File: src/rtl/spi_mem_master.sv
// SPI mode-0 master for 32-bit word reads/writes to an external SPI memory.
// Each frame is {cmd, 24-bit addr, 32-bit data}, sent MSB first over a 64-bit shift.
module spi_mem_master #(
  parameter int unsigned CLK_DIV = 2,
  parameter int unsigned ADDR_W  = 24,
  parameter int unsigned DATA_W  = 32
) (
  input  logic              clk,
  input  logic              reset,
  input  logic              req,
  input  logic              we,
  input  logic [ADDR_W-1:0] addr,
  input  logic [DATA_W-1:0] wdata,
  output logic [DATA_W-1:0] rdata,
  output logic              ready,
  output logic              busy,
  output logic              spi_clk,
  output logic              ss,
  output logic              mosi,
  input  logic              miso
);

  localparam int unsigned     DIV_W    = (CLK_DIV > 1) ? $clog2(CLK_DIV) : 1;
  localparam int unsigned     FRAME_W  = 8 + ADDR_W + DATA_W;
  localparam logic [DIV_W-1:0] DIV_LAST = DIV_W'(CLK_DIV - 1);
  localparam logic [6:0]      BIT_LAST = 7'(FRAME_W - 1);

  typedef enum logic [2:0] {IDLE, SETUP, SHIFT, HOLD, DONE} state_t;

  state_t               state_q, state_d;
  logic [DIV_W-1:0]     div_q, div_d;
  logic [6:0]           bit_q, bit_d;
  logic [FRAME_W-2:0]   shreg_q, shreg_d;
  logic [DATA_W-1:0]    rx_q, rx_d;
  logic [DATA_W-1:0]    rdata_q, rdata_d;
  logic                 we_q, we_d;
  logic                 ready_q, ready_d;
  logic                 busy_q, busy_d;
  logic                 sclk_q, sclk_d;
  logic                 ss_q, ss_d;
  logic                 mosi_q, mosi_d;
  logic                 miso_q;
  logic [FRAME_W-1:0]   frame;
  logic                 div_end;

  always_comb begin
    state_d = state_q;
    div_d   = div_q;
    bit_d   = bit_q;
    shreg_d = shreg_q;
    rx_d    = rx_q;
    rdata_d = rdata_q;
    we_d    = we_q;
    ready_d = 1'b0;
    busy_d  = busy_q;
    sclk_d  = sclk_q;
    ss_d    = ss_q;
    mosi_d  = mosi_q;
    frame   = {(we ? 8'h02 : 8'h03), addr, (we ? wdata : '0)};
    div_end = (div_q == DIV_LAST);

    case (state_q)
      IDLE: begin
        if (req) begin
          state_d = SETUP;
          we_d    = we;
          mosi_d  = frame[FRAME_W-1];
          shreg_d = frame[FRAME_W-2:0];
          ss_d    = 1'b0;
          busy_d  = 1'b1;
          div_d   = '0;
        end
      end
      SETUP: begin
        if (div_end) begin
          state_d = SHIFT;
          sclk_d  = 1'b1;
          div_d   = '0;
          bit_d   = '0;
          rx_d    = {rx_q[DATA_W-2:0], miso_q};
        end else begin
          div_d = div_q + DIV_W'(1);
        end
      end
      SHIFT: begin
        if (!div_end) begin
          div_d = div_q + DIV_W'(1);
        end else begin
          div_d = '0;
          // High phase ends: drop clock and present next bit (none after the last).
          if (sclk_q) begin
            sclk_d = 1'b0;
            if (bit_q != BIT_LAST) begin
              mosi_d  = shreg_q[FRAME_W-2];
              shreg_d = {shreg_q[FRAME_W-3:0], 1'b0};
            end
          end else if (bit_q == BIT_LAST) begin
            state_d = HOLD;
          end else begin
            sclk_d = 1'b1;
            bit_d  = bit_q + 7'd1;
            rx_d   = {rx_q[DATA_W-2:0], miso_q};
          end
        end
      end
      HOLD: begin
        if (div_end) begin
          state_d = DONE;
          ss_d    = 1'b1;
          mosi_d  = 1'b0;
          busy_d  = 1'b0;
          ready_d = 1'b1;
          if (!we_q) rdata_d = rx_q;
        end else begin
          div_d = div_q + DIV_W'(1);
        end
      end
      DONE:    state_d = IDLE;
      default: state_d = IDLE;
    endcase
  end

  always_ff @(posedge clk) begin
    if (reset) begin
      state_q <= IDLE;
      div_q   <= '0;
      bit_q   <= '0;
      shreg_q <= '0;
      rx_q    <= '0;
      rdata_q <= '0;
      we_q    <= 1'b0;
      ready_q <= 1'b0;
      busy_q  <= 1'b0;
      sclk_q  <= 1'b0;
      ss_q    <= 1'b1;
      mosi_q  <= 1'b0;
      miso_q  <= 1'b0;
    end else begin
      state_q <= state_d;
      div_q   <= div_d;
      bit_q   <= bit_d;
      shreg_q <= shreg_d;
      rx_q    <= rx_d;
      rdata_q <= rdata_d;
      we_q    <= we_d;
      ready_q <= ready_d;
      busy_q  <= busy_d;
      sclk_q  <= sclk_d;
      ss_q    <= ss_d;
      mosi_q  <= mosi_d;
      miso_q  <= miso;
    end
  end

  assign rdata   = rdata_q;
  assign ready   = ready_q;
  assign busy    = busy_q;
  assign spi_clk = sclk_q;
  assign ss      = ss_q;
  assign mosi    = mosi_q;

endmodule

File: config.mk
export PLATFORM = sky130hd
export DESIGN_NAME = spi_mem_master
export DESIGN_NICKNAME = d
export VERILOG_FILES = /design/src/rtl/spi_mem_master.sv
export SDC_FILE = /design/constraint.sdc
export NUM_CORES = 1
export LEC_CHECK = 0
export ABC_AREA = 0
export BUFFER_PORTS_ARGS = -buffer_cell sky130_fd_sc_hd__buf_2
export CAP_MARGIN = 20
export CELL_PAD_IN_SITES_DETAIL_PLACEMENT = 0
export CELL_PAD_IN_SITES_GLOBAL_PLACEMENT = 1
export CORE_AREA = 2 2 150 152
export CTS_CLUSTER_SIZE = 8
export DETAILED_ROUTE_END_ITERATION = 6
export DIE_AREA = 0 0 152 154
export PLACE_DENSITY_LB_ADDON = 0.1
export SYNTH_ARGS = -nofsm -noshare
export SYNTH_HDL_FRONTEND = slang
export SYNTH_SLANG_ARGS = --single-unit
File: constraint.sdc
create_clock -name clk -period 1.66 [get_ports clk]
set_clock_uncertainty 0.15 [all_clocks]
set_input_delay 0.083 -clock clk [delete_from_list [all_inputs] [get_ports clk]]
set_output_delay 0.083 -clock clk [all_outputs]
set_load 0.03 [all_outputs]
Yosys cells after proc, flatten, opt, wreduce, memory -nomap -nowiden
Cells that the tools add are included.
- bitwise logic cells: 2
- add/sub/neg operators: 2
- reductions and logical operators: 17
- eq/ne operators: 14
- mux-type cells: 43
- operators with widths (cell ; count):
    $mux 63 ; 4
    $mux 32 ; 5
    $pmux 63 s2 ; 1
    $pmux 32 s2 ; 1
    $mux 7 ; 4
    $mux 3 ; 6
    $ne 2x2->1 const B ; 9
    $mux 1 ; 15
    $pmux 7 s2 ; 1
    $pmux 3 s4 ; 1
    $reduce_and 6->1 ; 2
    $reduce_and 5->1 ; 2
    $reduce_and 3->1 ; 3
    $add 7x1->7 const B ; 1
    $eq 7x6->1 const B ; 1
    $ne 7x6->1 const B ; 1
    $eq 3x2->1 const B ; 2
    $pmux 1 s2 ; 3
    $pmux 1 s3 ; 2
    $reduce_bool 2->1 ; 3
    $reduce_bool 3->1 ; 2
    $reduce_and 2->1 ; 2
    $reduce_or 2->1 ; 2
    $eq 3x1->1 const B ; 1
    3 further kinds ; 4
- output and inout bits: 37
- input bits: 61
- logic and storage cells: 91
- bits in registers: 145

Depth between registers and ports, before layout
Gate-level depths: netlist (run 1).
- depth in word-level cells: 5
- depth in mapped cells: 7
- gate-level depth less buffers: 5

Worst setup path after synthesis (run 1)
No wires, ideal clock.
- kind: register -> register
- start: register bit_q[0]
- end: register shreg_q[57]
- slack: -0.143 ns
- data required time: 1.370 ns
- period minus slack after synthesis: 1.803 ns
- buffers on the path: 2
- stages on the path, launching flop included: 8
- library setup time: 0.140 ns
- data arrival time: 1.513 ns
- cell sequence: dfxtp_1 -> ha_1 -> nand3_4 -> o211a_4 -> buf_6 -> buf_8 -> nor3_1 -> nor3_2
- word-level cells in the longest chain between the ends: 3
- ends and longest elaborated chain (what ; RTL line ; text):
    from (decl) ; 32 ; logic [6:0] bit_q, bit_d;
    from (signal assigned) ; 141 ; bit_q <= bit_d;
    $ne 7x6->1 ; 93 ; if (bit_q != BIT_LAST) begin
    $ne 2x2->1 (no source line) ; - ;
    $reduce_and 5->1 (no source line) ; - ;
    to (signal assigned) ; 142 ; shreg_q <= shreg_d;
    to (decl) ; 33 ; logic [FRAME_W-2:0] shreg_q, shreg_d;
Every way passes these cells.
A chain may end at the register's enable or synchronous reset.

Worst setup path in the final report (run 1)
- start: register bit_q[0]
- end: register shreg_q[12]
Same word-level chain as after synthesis.

==> impl_results.md, run 1 <==
* Leading post-synthesis cells by cell area: dfxtp_1, a211oi_2, mux2i_1, nand2_1, nor3_1
* Yosys warning count at 0
* CTS buffer count at 17
* Post-synthesis sequential area ratio at 0.452
* CP cell instances: ha_4 > nand3_4 > o211a_4 > buf_12 > nor3_1 > a211oi_2
* CTS root buffer: clkbuf_16
* Ys async rst share at 0
* Most common cell in the netlist: dfxtp_1
* Critical Path Start Type: register
* Fmax at slightly below 600 MHz
* Max-slew violations at 0
* VDD IR max at 0.632 mV
* Worst endpoint required time at between 1.5 and 2 ns
* Worst EP arrival at roughly 1.8 ns
* Vias in the first global route at about 5,400
* DP Worst Slack at -0.0807 ns
* GR Util All Layers at 0.142
* Buf/Inv on CP at 1
* Filler instances at a little over 2,000
* Top-area cell type share of the netlist area at 0.452
* Ys flop type: dfxtp_1
* Worst-path clk slew at around 0.060 ns
* Slew margin rel. at 0.621
* Initial DRC Count at approximately 270
* Syn Nets at just over 700
* Crit-path leading delay family: compound AO/OA/AOI/OAI gates
* Min Tclk post-route at about 1.7 ns
* Final Power at between 9000 and 10,000 µW
* Crit path max fanout at 18
* Core Box Area at 0.0217 mm²
* Die height at around 150 µm
* HPWL after DPL at just over 10,000 µm
* Dpl cell area at approximately 0.0075 mm²
* Detailed-route via count at around 5,500
* Crit end category: register
* Largest net degree at the start of global routing at around 70
* Starting density of the core at 0.296
* Synthesis-to-layout area growth at 46.3%
* Slowest cell delay on critical path at approximately 0.35 ns
* Ports at ~100
* First-pass DRT Iterations at 4
* Final hold slack at ~0.28 ns
* Clk_lat worst skew at between 0.4 and 0.5 ns
* Failing checks: negative setup slack
* Die width at ~150 µm
* Max clock buf depth at 2
* Power per Cell Area at between 900 and 1000 mW/mm²
* Total gr overflow at 0
* Critical path's slowest cell: dfxtp_2
* Max_cap viols at 0
* Site row count at 54
* Worst slew pin tran at around 0.57 ns
* H-tree Lvls at 4
* Area leader, netlist: dfxtp_1
* Design Area, Final at 0.00940 mm²
* Via/cell ratio at between 4 and 5
* Share of layout cells above drive strength 1 at 0.415
* Leak pwr at 0.00350 µW
* FF+latch count, synth at between 100 and 150
* Antenna violations before repair at 0
* Routed WL at between 15,000 and 20,000 µm
* Final setup margin at -0.0477 ns
* Sinks on Clock Net at ~150
* Unique masters post-synth at 51
* Final period util at 1.03
* Post-synth design cell area at 0.00642 mm²
* Worst min path class: in2reg
* Diodes inserted at 0
* Fin nets at a little under 900
* Outcome: finished, violations left
* Post-synth EDFFs at 0
* Final setup vio count at 77
* Drt drc at 0
* Syn Area/Cell at ~9.9 µm²
* First-pass GRT wire length at between 20,000 and 30,000 µm
* Endpoints failing hold at 0
* Buffers on Ports at 97
* Commonest cells post-synth: dfxtp_1, nand2_1, mux2i_1
* CTS tree: yes
* Syn Inst Count at approximately 650
* RePlAce Congestion at around 0.76
* Detail Route Antenna Nets at 0
* RSZ-0062 raised after global routing: yes
* Crit Path Class: reg2reg
* Wire length per cell at 15.5 µm
* Die ar. at 0.0234 mm²
area by class of cell:
| class | count | area (µm²) | area share |
|---|---|---|---|
| Clock buffer | 20 | 447 | 0.0475 |
| Tap cell | 280 | 350 | 0.0373 |
| Timing Repair Buffer | 220 | 1940 | 0.206 |
| Multi-Input combinational cell | 438 | 3590 | 0.382 |
| Sequential cell | 145 | 2920 | 0.310 |
| Inverter | 5 | 18.8 | 0.00200 |
| Clock inverter | 12 | 135 | 0.0144 |
power by group:
| group | total (µW) | switching, µW | internal (µW) |
|---|---|---|---|
| clock network | 3820 | 1560 | 2260 |
| registers | 3780 | 133 | 3650 |
| logic | 1420 | 678 | 739 |
tightest hold or removal path: cells and delay by family:
kind,cells,cell delay [ns]
buffers and inverters,2,0.62
and+or+nand+nor,1,0.11
cell families (layout without fill, tap and decap cells):
| logic type | after synthesis | after routing | synth area share |
|---|---|---|---|
| compound gates | 160 | 160 | 0.215 |
| xor+xnor | 1 | 1 | 0.00136 |
| fa+ha+maj | 1 | 1 | 0.00195 |
| buf+inv | 64 | 257 | 0.0534 |
| flops | 145 | 145 | 0.452 |
| mux | 59 | 59 | 0.0923 |
| simple gates | 217 | 217 | 0.184 |
what timing repair did:
action | in CTS | in global routing
gates cloned | 3 | 8
endpoints found under the hold margin | 72 | 0
setup endpoints to repair | 116 | 131
setup buffers | 3 | 0
hold buffers | 60 | 0
resized for setup | 33 | 62
pin swaps | 3 | 8
final timing paths:
path | endpoint | cells past startpoint | start | slack, ns
worst max-delay path | shreg_q[12] | 6 | bit_q[0] | -0.05
worst min-delay path | miso_q | 3 | miso | 0.28
worst max register to register | shreg_q[12] | 6 | bit_q[0] | -0.05
worst min register to register | rdata[12] | 2 | rx_q[12] | 0.30
registers in the layout, summed over array words and instances, names as in the netlist:
register and cells:
we_q 1, div_end 1, mosi 1, busy 1, miso_q 1, spi_clk 1, state_q 3, ss 1
ready 1, rdata 32, rx_q 32, bit_q 7, shreg_q 63
cells in the final DEF, fill, tap and decap left out, types with 24 or more instances in the layout:
master / n
dfxtp_1: 137
buf_2: 96
nand2_1: 60
dlygate4sd3_1: 60
mux2i_1: 57
a211oi_2: 56
nor3_2: 48
nand2b_1: 42
a21oi_1: 41
buf_4: 36
a22oi_1: 34
clkbuf_16: 24
layer usage:
| metal | vias to the layer above | GRT usage | share of wire |
|---|---|---|---|
| met5 | - | 0 | 0 |
| met4 | 0 | 0.0387 | 0.011 |
| met3 | 17 | 0.0400 | 0.028 |
| met2 | 90 | 0.230 | 0.48 |
| met1 | 2699 | 0.185 | 0.48 |
| li1 | 2703 | - | - |
metrics by stage:
step / cells / setup TNS (ns) / utilization
final: 1120 / -1.18 / 0.433
after detailed placement: 1014 / -2.99 / 0.347
after floorplan: 647 / -1.14 / -
after global placement: 1014 / -1.85 / 0.347
after CTS: 1112 / -2.47 / 0.413
after global routing: 1120 / -9.96 / 0.433
No activity file was read; power rests on OpenSTA's default activity.
==> inputs of run 2 (changes only) <==
Settings changed: CAP_MARGIN 20 to not set, PLACE_DENSITY_LB_ADDON 0.1 to 0.2.
==> run 2 against run 1 <==
  * The flow still finishes with violations (negative setup slack)
  * Sequential cell count stayed put
  * Total power is 1.4% higher
  * Design area shrank 1.4%
  * Largest cell class unchanged
  * Highest routed layer unchanged
  * First-iteration DRC count decreased by 34%
==> impl_results.md, run 2 (synthesis results as in run 1) <==
* Outcome: finished, violations left (unchanged)
* Failing checks: negative setup slack (unchanged)
* CP endpoint: shreg_q[30] (was shreg_q[12])
* Setup_tns at -2.14 ns (was -1.18 ns)
* P_int at 6650 µW (about the same)
* First-pass GRT wire length at 26,300 µm (was 27,300 µm)
* Logic pwr share at 0.150 (was 0.157)
* Reg2Reg Capture Point: shreg_q[30] (was shreg_q[12])
* Final setup vio count at 57 (was 77)
* Total gr overflow at 0 (unchanged)
* Max clock buf depth at 2 (unchanged)
* Setup slack, reg-to-reg at -0.07 ns (was -0.05 ns)
* # placed instances at 1,011 (was 1,014)
* Largest net degree at the start of global routing at 81 (was 68)
* H-tree Lvls at 4 (unchanged)
* Dpl cell area at 0.00753 mm² (about the same)
* Die ar. at 0.0234 mm² (unchanged)
* Clk_lat worst skew at 0.42 ns (about the same)
* Routed WL at 16,100 µm (was 17,400 µm)
* Share of power burned in registers at 0.414 (was 0.419)
* Post-Layout Cell Count at 1,112 (was 1,120)
* Antenna violations before repair at 0 (unchanged)
* Starting density of the core at 0.296 (unchanged)
* Site row count at 54 (unchanged)
* Core Box Area at 0.0217 mm² (unchanged)
* Crit end category: register (unchanged)
* Power per Cell Area at 987 mW/mm² (was 960 mW/mm²)
* Switch share at 0.274 (was 0.263)
* Worst min path class: reg2reg (was in2reg)
* Final period util at 1.04 (was 1.03)
* Share of layout cells above drive strength 1 at 0.393 (was 0.415)
* Filler instances at 2,067 (was 2,072)
* Wire length per cell at 14.5 µm (was 15.5 µm)
* Vias in the first global route at 5,307 (was 5,395)
* R2R cell count at 6 (unchanged)
* Synthesis-to-layout area growth at 44.3% (was 46.3%)
* Crit path max fanout at 23 (was 18)
* Ports at 98 (unchanged)
* Diodes inserted at 0 (unchanged)
* Via/cell ratio at 4.84 (was 4.92)
* Fmax at 579 MHz (was 586 MHz)
* Slew margin rel. at 0.649 (was 0.621)
* CTS buffer count at 17 (unchanged)
* HPWL after DPL at 9870 µm (was 10,100 µm)
* CTS tree: yes (unchanged)
* Fin nets at 881 (was 889)
* Final hold slack at 0.300 ns (was 0.279 ns)
* Max FFs per register at 63 (unchanged)
* Final Util at 0.427 (was 0.433)
* Die height at 154 µm (unchanged)
* RePlAce Congestion at 0.759 (was 0.758)
* Crit Path Class: reg2reg (unchanged)
* Worst slew pin tran at 0.526 ns (was 0.568 ns)
* Endpoints failing hold at 0 (unchanged)
* GR Util All Layers at 0.134 (was 0.142)
* Clock Power Share at 0.436 (was 0.424)
* Sinks on Clock Net at 145 (unchanged)
* Detail Route Antenna Nets at 0 (unchanged)
* Most frequent cells in the layout: dfxtp_1, buf_2, nand2_1, dlygate4sd3_1, mux2i_1 (unchanged)
* Max-slew violations at 0 (unchanged)
* Worst EP arrival at 1.91 ns (was 1.84 ns)
* Worst hold path depth at 2 (was 3)
* Initial DRC Count at 178 (was 268)
* NetSw at 2500 µW (was 2370 µW)
* Drt drc at 0 (unchanged)
* Buffers on Ports at 97 (unchanged)
* Worst-path clk slew at 0.07 ns (was 0.06 ns)
* Design Area, Final at 0.00927 mm² (was 0.00940 mm²)
* RSZ-0062 raised after global routing: yes (unchanged)
* RR Startpoint: state_q[0] (was bit_q[0])
* Die width at 152 µm (unchanged)
* Max_cap viols at 0 (unchanged)
* Final setup margin at -0.0681 ns (was -0.0477 ns)
* Min Tclk post-route at 1.73 ns (was 1.71 ns)
* Commonest non-fill, non-tap cell in the layout: dfxtp_1 (unchanged)
* Largest Register: shreg_q (unchanged)
* Worst endpoint required time at 1.84 ns (was 1.80 ns)
* CP startpoint: state_q[0] (was bit_q[0])
* Detailed-route via count at 5,387 (was 5,509)
* Critical Path Start Type: register (unchanged)
* Leak pwr at 0.00342 µW (was 0.00350 µW)
* CTS root buffer: clkbuf_16 (unchanged)
* VDD IR max at 0.642 mV (was 0.632 mV)
* First-pass DRT Iterations at 4 (unchanged)
[run 2: cell types whose count changed in the layout (fill, tap and decap cells not counted), moves of 4 or more]
| cell | change |
|---|---|
| clkinv_4 | -4 |
| nor3_4 | +7 |
| nand2_1 | +14 |
| nor3_2 | -6 |
| inv_6 | +5 |
| buf_16 | -4 |
| nand2_2 | -13 |
[run 2: cell type report]
| class | instances | area (µm²) | share of cell area |
|---|---|---|---|
| Clock buffer | 17 | 425 | 0.0459 |
| Clock inverter | 15 | 191 | 0.0207 |
| Inverter | 5 | 18.8 | 0.00203 |
| Multi-Input combinational cell | 438 | 3600 | 0.389 |
| Sequential cell | 145 | 2910 | 0.314 |
| Tap cell | 280 | 350 | 0.0378 |
| Timing Repair Buffer | 212 | 1770 | 0.191 |
[run 2: routing by layer]
metal	GRT usage	vias up	routed length, µm
li1	-	2683	-
met1	0.172	2604	7680
met2	0.224	85	7750
met3	0.0324	15	522
met4	0.0418	0	188
met5	0	-	0
[run 2: repair_timing]
| item | 4_1_cts | 5_1_grt |
|---|---|---|
| hold buffers | 61 | 0 |
| setup buffers | 1 | 3 |
| endpoints found under the setup margin | 88 | 119 |
| gates cloned | 0 | 4 |
| resized for setup | 26 | 55 |
| endpoints found under the hold margin | 71 | 0 |
| pin swaps | 3 | 5 |
[run 2: through the flow]
step                      worst slack (ns)  power (µW)
after detailed placement           -0.0874        4920
after floorplan                    -0.0225        4600
final                              -0.0681        9150
after global routing                -0.138        9520
after CTS                          -0.0665        9110
after global placement             -0.0841        4890
[run 2: power by group through the flow]
stage | Sequential (µW) | Clock (µW) | Combinational (µW)
final | 3790 | 3990 | 1370
after global routing | 3800 | 4240 | 1480
after detailed placement | 3830 | 0 | 1090
after CTS | 3770 | 4110 | 1230
after global placement | 3830 | 0 | 1060
after floorplan | 3830 | 0 | 770
[run 2: how the worst min path moves through the flow]
stage / from / endpoint / slack (ns)
after CTS: bit_q[6] / bit_q[6] / 0.30
after floorplan: miso / miso_q / 0.06
after detailed placement: miso / miso_q / 0.15
after global placement: miso / miso_q / 0.15
after global routing: rx_q[23] / rdata[23] / 0.32
final: rdata[20] / rdata[20] / 0.30
[run 2: worst max-delay path: stages, from the launching register on]
cell,delay [ns]
dfxtp_2,0.34
buf_4,0.15
nor4b_4,0.26
buf_4,0.21
clkbuf_16,0.25
nor3_2,0.06
a211oi_2,0.21
==> inputs of run 3 (changes only) <==
Settings changed: RECOVER_POWER set to 25, SKIP_CTS_REPAIR_TIMING set to 1.
Clock period 1.66 ns to 1.8 ns, I/O delays scaled along.
==> run 3 against run 2 <==
  * The run now ends clean
  * Design area grew 1.8%
  * Global-route usage shrank 0.42 points
  * Sequential power decreased by 7.4%
  * First-iteration DRC count grew 42%
  * Maximum frequency down 3.9%
  * Utilization increased by 0.79 points
  * Register-to-register slack better by 0.07 ns
  * Combinational power shrank 4%
  * Total power fell by 7.5%
  * Die area did not move
  * Sequential share of layout area down 0.50 points
==> impl_results.md, run 3 (synthesis results as in run 1) <==
* CTS tree: yes (unchanged)
* Buf/Inv on CP at 2 (was 3)
* Largest Register: shreg_q (unchanged)
* First-pass GRT wire length at 25,300 µm (was 26,300 µm)
* Max_cap viols at 0 (unchanged)
* R2R cell count at 6 (unchanged)
* Sinks on Clock Net at 145 (unchanged)
* H-tree Lvls at 4 (unchanged)
* CP endpoint: shreg_q[46] (was shreg_q[30])
* Post-Layout Cell Count at 1,122 (was 1,112)
* Final Util at 0.435 (was 0.427)
* Via/cell ratio at 4.94 (was 4.84)
* # placed instances at 1,003 (was 1,011)
* Design Area, Final at 0.00944 mm² (was 0.00927 mm²)
* Critical Path Start Type: register (unchanged)
* Reg2Reg Capture Point: shreg_q[46] (was shreg_q[30])
* Largest net degree at the start of global routing at 81 (unchanged)
* Crit end category: register (unchanged)
* Setup slack, reg-to-reg at 0.001 ns (was -0.07 ns)
* Worst endpoint required time at 1.99 ns (was 1.84 ns)
* Share of layout cells above drive strength 1 at 0.357 (was 0.393)
* HPWL after DPL at 9720 µm (was 9870 µm)
* WP depth at 6 (unchanged)
* Max-slew violations at 0 (unchanged)
* Min Tclk post-route at 1.80 ns (was 1.73 ns)
* Crit-path leading delay family: compound AO/OA/AOI/OAI gates (was buffers and inverters)
* Synthesis-to-layout area growth at 46.9% (was 44.3%)
* Endpoints failing hold at 0 (unchanged)
* Most frequent cells in the layout: dfxtp_1, nand2_1, buf_2, dlygate4sd3_1 (was dfxtp_1, buf_2, nand2_1, dlygate4sd3_1, mux2i_1)
* Core Box Area at 0.0217 mm² (unchanged)
* Max FFs per register at 63 (unchanged)
* Final setup vio count at 0 (was 57)
* Crit path max fanout at 8 (was 23)
* Outcome: finished, final reports clean (was finished, violations left)
* Leak pwr at 0.00339 µW (was 0.00342 µW)
* Routed WL at 18,200 µm (was 16,100 µm)
* Die ar. at 0.0234 mm² (unchanged)
* Drt drc at 0 (unchanged)
* Hold wc startpoint: reset (was rdata[20])
* RePlAce Congestion at 0.755 (was 0.759)
* Detail Route Antenna Nets at 0 (unchanged)
* Commonest non-fill, non-tap cell in the layout: dfxtp_1 (unchanged)
* Die height at 154 µm (unchanged)
* Starting density of the core at 0.296 (unchanged)
* Fin nets at 891 (was 881)
* Die width at 152 µm (unchanged)
* Wire length per cell at 16.2 µm (was 14.5 µm)
* Final Power at 8470 µW (was 9150 µW)
* Worst min path class: in2reg (was reg2reg)
* CTS root buffer: clkbuf_16 (unchanged)
* First-pass DRT Iterations at 4 (unchanged)
* Final period util at 0.999 (was 1.04)
* CTS buffer count at 17 (unchanged)
* Crit Path Class: reg2reg (unchanged)
* Worst slew pin tran at 0.572 ns (was 0.526 ns)
* Diodes inserted at 0 (unchanged)
* Worst-path clk slew at 0.06 ns (was 0.07 ns)
* RSZ-0062 raised after global routing: yes (unchanged)
* Site row count at 54 (unchanged)
* Clk_lat worst skew at 0.42 ns (about the same)
* Slew margin rel. at 0.618 (was 0.649)
* Slowest cell delay on critical path at 0.38 ns (was 0.34 ns)
* CP startpoint: state_q[0] (unchanged)
* Total gr overflow at 0 (unchanged)
* VDD IR max at 0.555 mV (was 0.642 mV)
* Critical path's slowest cell: dfxtp_4 (was dfxtp_2)
* RR Startpoint: state_q[0] (unchanged)
* Ports at 98 (unchanged)
* Max clock buf depth at 2 (unchanged)
* Dpl cell area at 0.00737 mm² (was 0.00753 mm²)
* Antenna violations before repair at 0 (unchanged)
* Fmax at 556 MHz (was 579 MHz)
* Detailed-route via count at 5,539 (was 5,387)
* Power per Cell Area at 897 mW/mm² (was 987 mW/mm²)
* Buffers on Ports at 97 (unchanged)
* Vias in the first global route at 5,119 (was 5,307)
* GR Util All Layers at 0.130 (was 0.134)
* Worst EP arrival at 1.99 ns (was 1.91 ns)
* CP cell instances: and4bb_4 > buf_4 > o211a_4 > clkbuf_16 > nor3_2 > a211oi_2 (was buf_4 > nor4b_4 > buf_4 > clkbuf_16 > nor3_2 > a211oi_2)
* Initial DRC Count at 252 (was 178)
==> run 3: changes by cell type in the layout (fill, tap and decap cells not counted), sizes merged <==
cell / delta
nand2: +1
clkbuf: +43
nand3: +1
inv: -2
clkinvlp: +1
dlygate4sd3: -2
clkinv: +1
o211a: +1
buf: -34
==> run 3: per-stage QoR <==
stage | setup WS (ns) | hold WS (ns) | setup TNS [ns]
4_1_cts | -0.0586 | -0.271 | -0.512
3_5_place_dp | -0.0311 | 0.168 | -0.189
6_report | 0.00113 | 0.0248 | 0
3_3_place_gp | 0.0134 | 0.162 | 0
2_1_floorplan | 0.0101 | 0.0682 | 0
5_1_grt | -0.0605 | 0.0529 | -0.786
==> run 3: how the worst min path moves through the flow <==
stage / end / slack (ns) / cells past startpoint
floorplan: miso_q / 0.07 / 1
global placement: miso_q / 0.16 / 2
detailed placement: miso_q / 0.17 / 2
CTS: miso_q / -0.27 / 2
global route: bit_q[2] / 0.05 / 5
finish: ready / 0.02 / 3
==> run 3: per-layer routing <==
metal,track usage,up-vias,share of wire
met5,0,-,0
met4,0.0392,0,0.012
met1,0.164,2690,0.47
met3,0.0383,19,0.030
met2,0.215,109,0.49
li1,-,2721,-
==> run 3: where the power goes <==
group / leakage [µW] / internal [µW] / switching (µW)
logic: 0.00191 / 676 / 633
registers: 0.00119 / 3360 / 146
clock network: 0.000287 / 2090 / 1560
==> run 3: layout make-up <==
cell class,instances,area (µm²)
clock buffers,17,425
clock inverters,15,179
fillers,2050,12200
inverters,5,18.8
multi-input cells,441,3650
flip-flops and latches,145,2920
well taps,280,350
repair buffers,219,1900
==> run 3: tightest hold or removal path, cell delays in order <==
cell	delay (ns)
buf_4	0.13
buf_12	0.20
nor2_1	0.14
